**src/rtl/serial_subtractor_pkg.sv**
```systemverilog
// Shared types for the bit-serial subtractor: FSM encoding and counter sizing.
package serial_arith_pkg;

   typedef enum logic [1:0] {
      ST_IDLE  = 2'd0,
      ST_SHIFT = 2'd1,
      ST_DONE  = 2'd2
   } state_t;

   function automatic int clog2(input int n);
      int r;
      r = 0;
      for (int i = 0; i < 31; i++)
         if ((1 << i) < n) r = i + 1;
      return r;
   endfunction

endpackage

```
**src/rtl/serial_subtractor_if.sv**
```systemverilog
// Request/result bundle between the operand source and the serial subtractor.
interface serial_subtractor_if #(parameter int WIDTH = 4);

   logic             start;
   logic [WIDTH-1:0] a;
   logic [WIDTH-1:0] b;
   logic             bin;
   logic             busy;
   logic             done;
   logic [WIDTH-1:0] diff;
   logic             bout;
   logic             ovf;

   modport master (
      output start, a, b, bin,
      input  busy, done, diff, bout, ovf
   );

   modport slave (
      input  start, a, b, bin,
      output busy, done, diff, bout, ovf
   );

endinterface

```
**src/rtl/serial_subtractor_full_subtractor.sv**
```systemverilog
// Single-bit full subtractor cell: d = a - b - bin, with borrow out.
module full_subtractor (
   input  logic a,
   input  logic b,
   input  logic bin,
   output logic d,
   output logic bout
);

   assign d    = a ^ b ^ bin;
   assign bout = (~a & b) | (~(a ^ b) & bin);

endmodule

```
**src/rtl/serial_subtractor.sv**
```systemverilog
// Bit-serial A - B - bin, LSB first, one bit per clock.
// Define SERIAL_SUB_OVF_EN to compute the signed overflow flag.
module serial_subtractor
   import serial_arith_pkg::*;
#(
   parameter int WIDTH = 4
) (
   input  logic               clk,
   input  logic               rst_n,
   serial_subtractor_if.slave bus
);

   localparam int CW = (clog2(WIDTH) < 1) ? 1 : clog2(WIDTH);

   state_t           state;
   state_t           state_nxt;
   logic             start_q;
   logic             req;
   logic             last;
   logic [CW-1:0]    cnt;
   logic [WIDTH-1:0] a_sh;
   logic [WIDTH-1:0] b_sh;
   logic [WIDTH-1:0] r_sh;
   logic             borrow;
   logic             fs_d;
   logic             fs_bout;
   logic             busy_q;
   logic             done_q;
   logic [WIDTH-1:0] diff_q;
   logic             bout_q;

   assign req  = bus.start & ~start_q;
   assign last = (cnt == CW'(WIDTH - 1));

   full_subtractor u_fs (
      .a    (a_sh[0]),
      .b    (b_sh[0]),
      .bin  (borrow),
      .d    (fs_d),
      .bout (fs_bout)
   );

   always_ff @(posedge clk or negedge rst_n) begin
      if (!rst_n) state <= ST_IDLE;
      else        state <= state_nxt;
   end

   always_comb begin
      state_nxt = state;
      unique case (state)
         ST_IDLE:  if (req)  state_nxt = ST_SHIFT;
         ST_SHIFT: if (last) state_nxt = ST_DONE;
         ST_DONE:            state_nxt = ST_IDLE;
         default:            state_nxt = ST_IDLE;
      endcase
   end

   always_ff @(posedge clk or negedge rst_n) begin
      if (!rst_n) begin
         start_q <= 1'b0;
         cnt     <= '0;
         a_sh    <= '0;
         b_sh    <= '0;
         r_sh    <= '0;
         borrow  <= 1'b0;
         busy_q  <= 1'b0;
         done_q  <= 1'b0;
         diff_q  <= '0;
         bout_q  <= 1'b0;
      end else begin
         start_q <= bus.start;
         done_q  <= 1'b0;
         unique case (state)
            ST_IDLE: begin
               if (req) begin
                  a_sh   <= bus.a;
                  b_sh   <= bus.b;
                  borrow <= bus.bin;
                  cnt    <= '0;
                  busy_q <= 1'b1;
               end
            end
            ST_SHIFT: begin
               a_sh   <= a_sh >> 1;
               b_sh   <= b_sh >> 1;
               r_sh   <= {fs_d, r_sh[WIDTH-1:1]};
               borrow <= fs_bout;
               cnt    <= cnt + 1'b1;
            end
            ST_DONE: begin
               diff_q <= r_sh;
               bout_q <= borrow;
               done_q <= 1'b1;
               busy_q <= 1'b0;
            end
            default: ;
         endcase
      end
   end

`ifdef SERIAL_SUB_OVF_EN
   // Operand MSBs are shifted out of a_sh/b_sh, so keep them aside.
   logic a_msb;
   logic b_msb;
   logic ovf_q;

   always_ff @(posedge clk or negedge rst_n) begin
      if (!rst_n) begin
         a_msb <= 1'b0;
         b_msb <= 1'b0;
         ovf_q <= 1'b0;
      end else begin
         if (state == ST_IDLE && req) begin
            a_msb <= bus.a[WIDTH-1];
            b_msb <= bus.b[WIDTH-1];
         end
         if (state == ST_DONE)
            ovf_q <= (a_msb != b_msb) & (r_sh[WIDTH-1] != a_msb);
      end
   end

   assign bus.ovf = ovf_q;
`else
   assign bus.ovf = 1'b0;
`endif

   assign bus.busy = busy_q;
   assign bus.done = done_q;
   assign bus.diff = diff_q;
   assign bus.bout = bout_q;

endmodule

```
**src/flat_wrapper.sv**
```systemverilog
// flat-port wrapper written by rule: the top's interface ports become plain ports
module serial_subtractor_flat import serial_arith_pkg::*;
#(
   parameter int WIDTH = 4
)
  (clk, rst_n, bus_start, bus_a, bus_b, bus_bin, bus_busy, bus_done, bus_diff, bus_bout, bus_ovf);
  serial_subtractor_if #(.WIDTH(WIDTH)) bus_i ();
  input  logic clk;
  input  logic rst_n;
  input wire logic [$bits(bus_i.start)-1:0] bus_start;
  input wire logic [$bits(bus_i.a)-1:0] bus_a;
  input wire logic [$bits(bus_i.b)-1:0] bus_b;
  input wire logic [$bits(bus_i.bin)-1:0] bus_bin;
  output wire logic [$bits(bus_i.busy)-1:0] bus_busy;
  output wire logic [$bits(bus_i.done)-1:0] bus_done;
  output wire logic [$bits(bus_i.diff)-1:0] bus_diff;
  output wire logic [$bits(bus_i.bout)-1:0] bus_bout;
  output wire logic [$bits(bus_i.ovf)-1:0] bus_ovf;
  assign bus_i.start = bus_start;
  assign bus_i.a = bus_a;
  assign bus_i.b = bus_b;
  assign bus_i.bin = bus_bin;
  assign bus_busy = bus_i.busy;
  assign bus_done = bus_i.done;
  assign bus_diff = bus_i.diff;
  assign bus_bout = bus_i.bout;
  assign bus_ovf = bus_i.ovf;
  serial_subtractor #(.WIDTH(WIDTH)) u_core (.clk(clk), .rst_n(rst_n), .bus(bus_i));
endmodule
```
**config.mk**
```make
export PLATFORM = sky130hd
export DESIGN_NAME = serial_subtractor_flat
export DESIGN_NICKNAME = d
export VERILOG_FILES = /design/src/rtl/serial_subtractor_pkg.sv /design/src/rtl/serial_subtractor_if.sv /design/src/rtl/serial_subtractor_full_subtractor.sv /design/src/rtl/serial_subtractor.sv /design/src/flat_wrapper.sv
export SDC_FILE = /design/constraint.sdc
export NUM_CORES = 1
export LEC_CHECK = 0
export BUFFER_PORTS_ARGS = -buffer_cell sky130_fd_sc_hd__buf_2
export CORE_MARGIN = 2
export CORE_UTILIZATION = 40
export CTS_BUF_LIST = sky130_fd_sc_hd__clkbuf_16
export CTS_CLUSTER_DIAMETER = 80
export DETAILED_ROUTE_END_ITERATION = 12
export PLACE_DENSITY = 0.61
export SYNTH_ARGS = -nofsm -noshare
export SYNTH_HDL_FRONTEND = slang
export SYNTH_SLANG_ARGS = --single-unit
```
**constraint.sdc**
```tcl
create_clock -name clk -period 1.5 [get_ports clk]
set_input_delay 0.075 -clock clk [delete_from_list [all_inputs] [get_ports clk]]
set_output_delay 0.075 -clock clk [all_outputs]
set_load 0.01 [all_outputs]
```
==> run_results.csv, run 1 <==
group,metric,value,unit
yosys,post_synth_instance_area,1110,um^2
clocking,cts_sinks,25,
floorplanning,chipWidth,56.7,um
power,cellLeakagePower,0.615,nW
power,cellPowerDensity,2020,nW/um^2
power,ir_drop,1020,uV
timing,rsz0062_at_grt,"no",
yosys,post-synth-top-count-cell,"sky130_fd_sc_hd__dfrtp_1",
yosys,synth-seq-area-share,56.2,%
worst_hold_path,hold_path_class,"input pin to flop",
yosys,ys_warn_count,0,
global_route,maximum_number_of_pins_on_one_net_before_global_route_repair,26,
cells_and_area,layout.nets,125,
clocking,clock_tree.htree_level_count,1,
clocking,worstSkewPairLatency,0.26,ns
timing,fin_crit_sh,85.5,%
floorplanning,die_area,3220,um^2
timing,relSlewSlack,62.2,%
floorplanning,row_count,19,
yosys,netlist_top_cells_area,"sky130_fd_sc_hd__dfrtp_1, sky130_fd_sc_hd__mux2_2, sky130_fd_sc_hd__o2bb2ai_1",
place,io_buffers,18,
detailed_routing,route.detailed.vias_per_inst,5.00,
floorplanning,floorplan.initialDensity,41.4,%
timing,timing.final.setup_violations,0,
global_route,grt_pass1_wl,3460,um
yosys,netlist-cell-type-count,29,
global_route,grt_overflow,0,
timing,highest_clock_rate,780,MHz
detailed_routing,first_iter_violations,14,
detailed_routing,detail_route.wl_per_cell,13.5,um
run,maxCapViolations,0,
setup_path,critical_path_peak_fanout,9,
yosys,synth_top_flop_cell,"sky130_fd_sc_hd__dfrtp_1",
detailed_routing,drt_wl_total,1900,um
setup_path,crit_required,1.64,ns
cells_and_area,post_route_cells_drive_above_1_share,37.3,%
worst_hold_path,min_delay_path_depth,3,
global_route,grt_antenna_before_repair,0,
detailed_routing,via_count,705,
clocking,cts-buffers-inserted,3,
clocking,cts_setup_buffers,0,
timing,finalCriticalPeriod,1.28,ns
yosys,postSynthRegisterBits,25,
clocking,cts.path.max_buffers,2,
yosys,postSynthAreaPerCell,12.5,um^2
yosys,synth_fp_nets,103,
detailed_routing,detailed_routing_iteration_count_for_the_pre_antenna_repair_pass,2,
yosys,syn_inst,89,
detailed_routing,drcViolationCount,0,
clocking,path_clk_slew,0.06,ns
power,report.power.total,2.67,mW
detailed_routing,drtAntennaViolNets,0,
floorplanning,die_y_extent,56.7,um
timing,measured_slew_at_the_worst_slew_check_pin,0.566,ns
clocking,clk_root_buffer_cell,"sky130_fd_sc_hd__clkbuf_16",
yosys,synth.top_cells.by_count,"sky130_fd_sc_hd__dfrtp_1, sky130_fd_sc_hd__mux2_2, sky130_fd_sc_hd__a31oi_1, sky130_fd_sc_hd__and2_1, sky130_fd_sc_hd__o2bb2ai_1",
timing,fin_hold_ws,0.121,ns
cells_and_area,syn_to_layout_area_delta,19.2,%
setup_path,end_kind,"flop",
setup_path,worstSetupStartpointType,"flop",
setup_path,reg2reg_depth,3,
timing,finalClockSkew,0.00212,ns
cells_and_area,antenna_cells,0,
yosys,synth_largest_type_area_fraction,56.2,%
floorplanning,core,2690,um^2
timing,final-max-slew-violation-count,0,
place,dp_hpwl,1350,um
setup_path,timing.setup.critical_path_class,"flop to flop",
global_route,globalRouteTotalUtil,14.0,%
yosys,synth_top_area_cell,"sky130_fd_sc_hd__dfrtp_1",
cells_and_area,filler_instances,255,
clocking,tritoncts,"built",
global_route,first_global_vias,719,
yosys,synth-edff-count,0,
yosys,synth_async_sr_flop_share,100,%
setup_path,cp_data_arrival_time,1.42,ns
place,place_congestion,0.744,
floorplanning,io-pin-count,20,
timing,setup-tns-final,0,ns
status,status,"complete, no violations",
timing,timing_hold_violations_final,0,
## sequential cells by signal, indices dropped and copies added, names as in the netlist
register,count
u_core.start_q,1
u_core.a_sh,4
u_core.cnt,2
u_core.state,2
u_core.r_sh,4
u_core.bus.diff,4
u_core.borrow,1
u_core.bus.bout,1
u_core.b_sh,4
u_core.bus.done,1
u_core.bus.busy,1
## kinds of logic (layout without fill, tap and decap cells)
| family | Yosys count | in the layout | synth area share (%) |
|---|---|---|---|
| flops | 25 | 25 | 56.2 |
| compound gates | 21 | 21 | 13.5 |
| simple gates | 19 | 19 | 10.7 |
| mux | 11 | 11 | 11.4 |
| buf+inv | 10 | 31 | 4.95 |
| fa+ha+maj | 2 | 2 | 2.92 |
| other cells | 1 | 1 | 0.337 |
## layout make-up
type | count | area, um^2 | area share, %
clock inverter | 1 | 7.51 | 0.566
timing repair buffer | 23 | 133 | 10.0
inverter | 4 | 15.0 | 1.13
tap | 31 | 38.8 | 2.92
sequential | 25 | 626 | 47.2
multi-input combinational | 54 | 432 | 32.5
clock buffer | 3 | 75.1 | 5.66
## routing by layer
layer	share of wire [%]	GRT usage [%]	routed length, um	up-vias
li1	-	-	-	356
met1	51	20.2	967	336
met2	45	20.8	847	11
met3	3.7	3.00	71	2
met4	0.89	4.98	17	0
met5	0	0	0	-
## worst paths after layout
kind	from	endpoint	slack, ns
min in group asynchronous	rst_n	u_core.bus.diff[3]	0.34
max in group asynchronous	rst_n	u_core.r_sh[2]	0.78
worst max-delay path	u_core.start_q	u_core.cnt[0]	0.22
worst max register to register	u_core.start_q	u_core.cnt[0]	0.22
worst min register to register	u_core.b_sh[2]	u_core.b_sh[2]	0.49
worst min-delay path	bus_a[2]	u_core.a_sh[2]	0.12
## power breakdown
part / switching [mW] / internal [mW]
registers: 0.203 / 0.963
clock network: 0.223 / 0.361
logic: 0.415 / 0.507
## what timing repair did
action | CTS | global route
endpoints found under the hold margin | 26 | 0
resized for setup | 0 | 0
hold buffers | 2 | 0
## per-stage QoR
stage	std cells	area [um^2]	util (%)	setup slack, ns
2_1_floorplan	89	1110	-	0.286
3_3_place_gp	135	1220	45.6	0.233
3_5_place_dp	135	1220	45.6	0.221
4_1_cts	141	1330	49.4	0.203
5_1_grt	141	1330	49.4	0.126
6_report	141	1330	49.4	0.218
## cells in the final DEF, fill, tap and decap left out, types with 2 or more instances in the layout
| master | instances |
|---|---|
| sky130_fd_sc_hd__a31oi_1 | 6 |
| sky130_fd_sc_hd__inv_1 | 3 |
| sky130_fd_sc_hd__buf_2 | 18 |
| sky130_fd_sc_hd__o2bb2ai_1 | 6 |
| sky130_fd_sc_hd__dlygate4sd3_1 | 2 |
| sky130_fd_sc_hd__clkbuf_16 | 3 |
| sky130_fd_sc_hd__and4bb_2 | 2 |
| sky130_fd_sc_hd__dfrtp_1 | 25 |
| sky130_fd_sc_hd__buf_4 | 3 |
| sky130_fd_sc_hd__mux2_2 | 9 |
| sky130_fd_sc_hd__nor2_1 | 5 |
| sky130_fd_sc_hd__nand2_1 | 2 |
| sky130_fd_sc_hd__o21ai_0 | 2 |
| sky130_fd_sc_hd__a21oi_1 | 3 |
| sky130_fd_sc_hd__and2_1 | 6 |
## worst max-delay path, stage by stage, from the launching register on
cell,delay (ns)
sky130_fd_sc_hd__dfrtp_1,0.39
sky130_fd_sc_hd__nand2b_2,0.20
sky130_fd_sc_hd__a21o_1,0.29
sky130_fd_sc_hd__mux2_4,0.29
Note: power is estimated with default switching activity, not from simulation.
==> inputs of run 2 (changes only) <==
CAP_MARGIN = 40   (was unset)
CORE_UTILIZATION = 53   (was 40)
PLACE_DENSITY = 0.77   (was 0.61)
==> run 2 against run 1 <==
  * Final cell count fell by 2.1%
  * Via count up 4.8%
  * Global-route usage is 4.1 points higher
  * Clock skew increased by 0.0011 ns
  * Core utilization is 18 points higher
  * Largest power group unchanged
  * Sequential cell count unchanged
  * Sequential share of layout area shrank 0.089 points
  * Worst hold slack improved by 0.0088 ns
==> run_results.csv, run 2 (synthesis gave the netlist of run 1 again) <==
group,metric,value,unit
clocking,cts-resized-gates,0,
detailed_routing,first_iter_violations,7,
run,maxCapViolations,0,
status,status,"complete, no violations",
global_route,globalRouteTotalUtil,18.0,%
global_route,maximum_number_of_pins_on_one_net_before_global_route_repair,26,
floorplanning,die_area,2480,um^2
global_route,grt_pass1_wl,3330,um
floorplanning,io-pin-count,20,
floorplanning,core,1960,um^2
timing,relSlewSlack,63.7,%
setup_path,crit_required,1.64,ns
floorplanning,die_y_extent,49.8,um
clocking,cts-buffers-inserted,3,
global_route,gr-max-usage-layer,"met2",
power,ir_drop,1080,uV
timing,setup-tns-final,0,ns
cells_and_area,leading_cell_type_in_the_layout_fill_and_taps_excluded,"sky130_fd_sc_hd__dfrtp_1",
setup_path,worstSetupStartpointType,"flop",
setup_path,cp_data_arrival_time,1.44,ns
timing,final-max-slew-violation-count,0,
cells_and_area,filler_instances,155,
clocking,tritoncts,"built",
worst_hold_path,hold_path_class,"input pin to flop",
cells_and_area,post_route_cells_drive_above_1_share,37.8,%
cells_and_area,layout.nets,126,
setup_path,end_kind,"flop",
timing,fin_crit_sh,86.7,%
timing,finalCriticalPeriod,1.30,ns
detailed_routing,via_count,739,
global_route,groute.layer.met1.usage,23.2,%
clocking,cts_setup_buffers,0,
clocking,cts_sinks,25,
setup_path,slowest_delay,0.40,ns
power,cellLeakagePower,0.620,nW
floorplanning,floorplan.initialDensity,56.7,%
clocking,worstSkewPairLatency,0.26,ns
timing,timing.final.setup_violations,0,
timing,timing_hold_violations_final,0,
timing,rsz0062_at_grt,"no",
global_route,grt_overflow,0,
global_route,first_global_vias,748,
timing,measured_slew_at_the_worst_slew_check_pin,0.545,ns
cells_and_area,seq_area,626,um^2
detailed_routing,drtAntennaViolNets,0,
cells_and_area,antenna_cells,0,
detailed_routing,drt_wl_total,1890,um
global_route,grt.met3_usage,3.03,%
setup_path,cpLargestDelayFamily,"flip-flops",
floorplanning,chipWidth,49.8,um
setup_path,critical_path_peak_fanout,9,
floorplanning,row_count,16,
place,dp_hpwl,1300,um
detailed_routing,route.detailed.vias_per_inst,5.36,
global_route,grt_antenna_before_repair,0,
cells_and_area,layout.cells.most_common_list,"sky130_fd_sc_hd__dfrtp_1, sky130_fd_sc_hd__buf_2, sky130_fd_sc_hd__mux2_2",
place,io_buffers,18,
clocking,clock_tree.htree_level_count,1,
detailed_routing,drcViolationCount,0,
cells_and_area,syn_to_layout_area_delta,19.5,%
setup_path,crit_slowest_cell,"sky130_fd_sc_hd__dfrtp_1",
global_route,grt_util_met2,30.4,%
place,place_congestion,0.748,
setup_path,timing.setup.critical_path_class,"flop to flop",
cells_and_area,postLayoutCellArea,1330,um^2
clocking,clk_root_buffer_cell,"sky130_fd_sc_hd__clkbuf_16",
power,cellPowerDensity,2030,nW/um^2
timing,finalClockSkew,0.00322,ns
clocking,cts.path.max_buffers,2,
setup_path,total_buffers_and_inverters_traversed_by_the_critical_path,0,
cells_and_area,multi_input_area,432,um^2
clocking,path_clk_slew,0.06,ns
detailed_routing,detail_route.wl_per_cell,13.7,um
setup_path,timing.critical_path.cells,"nand2b_2 > a21o_1 > mux2_4",
timing,highest_clock_rate,769,MHz
place,placed_cell_area,1230,um^2
detailed_routing,detailed_routing_iteration_count_for_the_pre_antenna_repair_pass,4,
==> run 2: cell types whose count changed in the layout (fill, tap and decap cells not counted) <==
cell                    change
sky130_fd_sc_hd__buf_4      +1
==> run 2: final cells by class <==
class | count | share of cell area, %
Multi-Input combinational cell | 54 | 32.5
Sequential cell | 25 | 47.1
Timing Repair Buffer | 24 | 10.5
Inverter | 4 | 1.13
Clock buffer | 3 | 5.65
Tap cell | 27 | 2.54
Clock inverter | 1 | 0.565
==> run 2: path summary, 6_finish.rpt <==
check,start,end,slack (ns),cells after the start
max,u_core.start_q,u_core.cnt[0],0.20,3
min,bus_a[2],u_core.a_sh[2],0.13,3
max reg2reg,u_core.start_q,u_core.cnt[0],0.20,3
min reg2reg,u_core.b_sh[0],u_core.b_sh[0],0.50,1
max in group asynchronous,rst_n,u_core.a_sh[1],0.81,2
min in group asynchronous,rst_n,u_core.a_sh[2],0.33,2
==> run 2: worst min-delay path, delay by kind of cell <==
kind	cells	cell delay, ns
buffers and inverters	1	0.08
AOI/OAI and AO/OA	2	0.19
==> run 2: per-layer routing <==
| metal | share of wire, % | vias up |
|---|---|---|
| met2 | 49 | 16 |
| met5 | 0 | - |
| met3 | 4.3 | 2 |
| met4 | 0.58 | 0 |
| met1 | 46 | 368 |
| li1 | - | 353 |
==> run 2: power by group <==
part	internal [mW]	switching (mW)
sequential	0.963	0.196
combinational	0.516	0.429
clock	0.361	0.226
==> run 2: metrics by stage <==
step	power (mW)	setup slack, ns	hold WS, ns	util (%)	std cells
after floorplan	1.84	0.286	-0.221	-	89
after global placement	2.08	0.256	0.0816	62.5	132
after detailed placement	2.11	0.220	0.0930	62.5	132
after CTS	2.72	0.209	0.127	67.7	138
after global routing	2.87	0.139	0.148	67.7	138
final	2.69	0.200	0.130	67.7	138
==> run 2: timing repair <==
item,CTS,global route
endpoints found under the hold margin,26,0
hold buffers,2,0
endpoints found under the setup margin,0,0
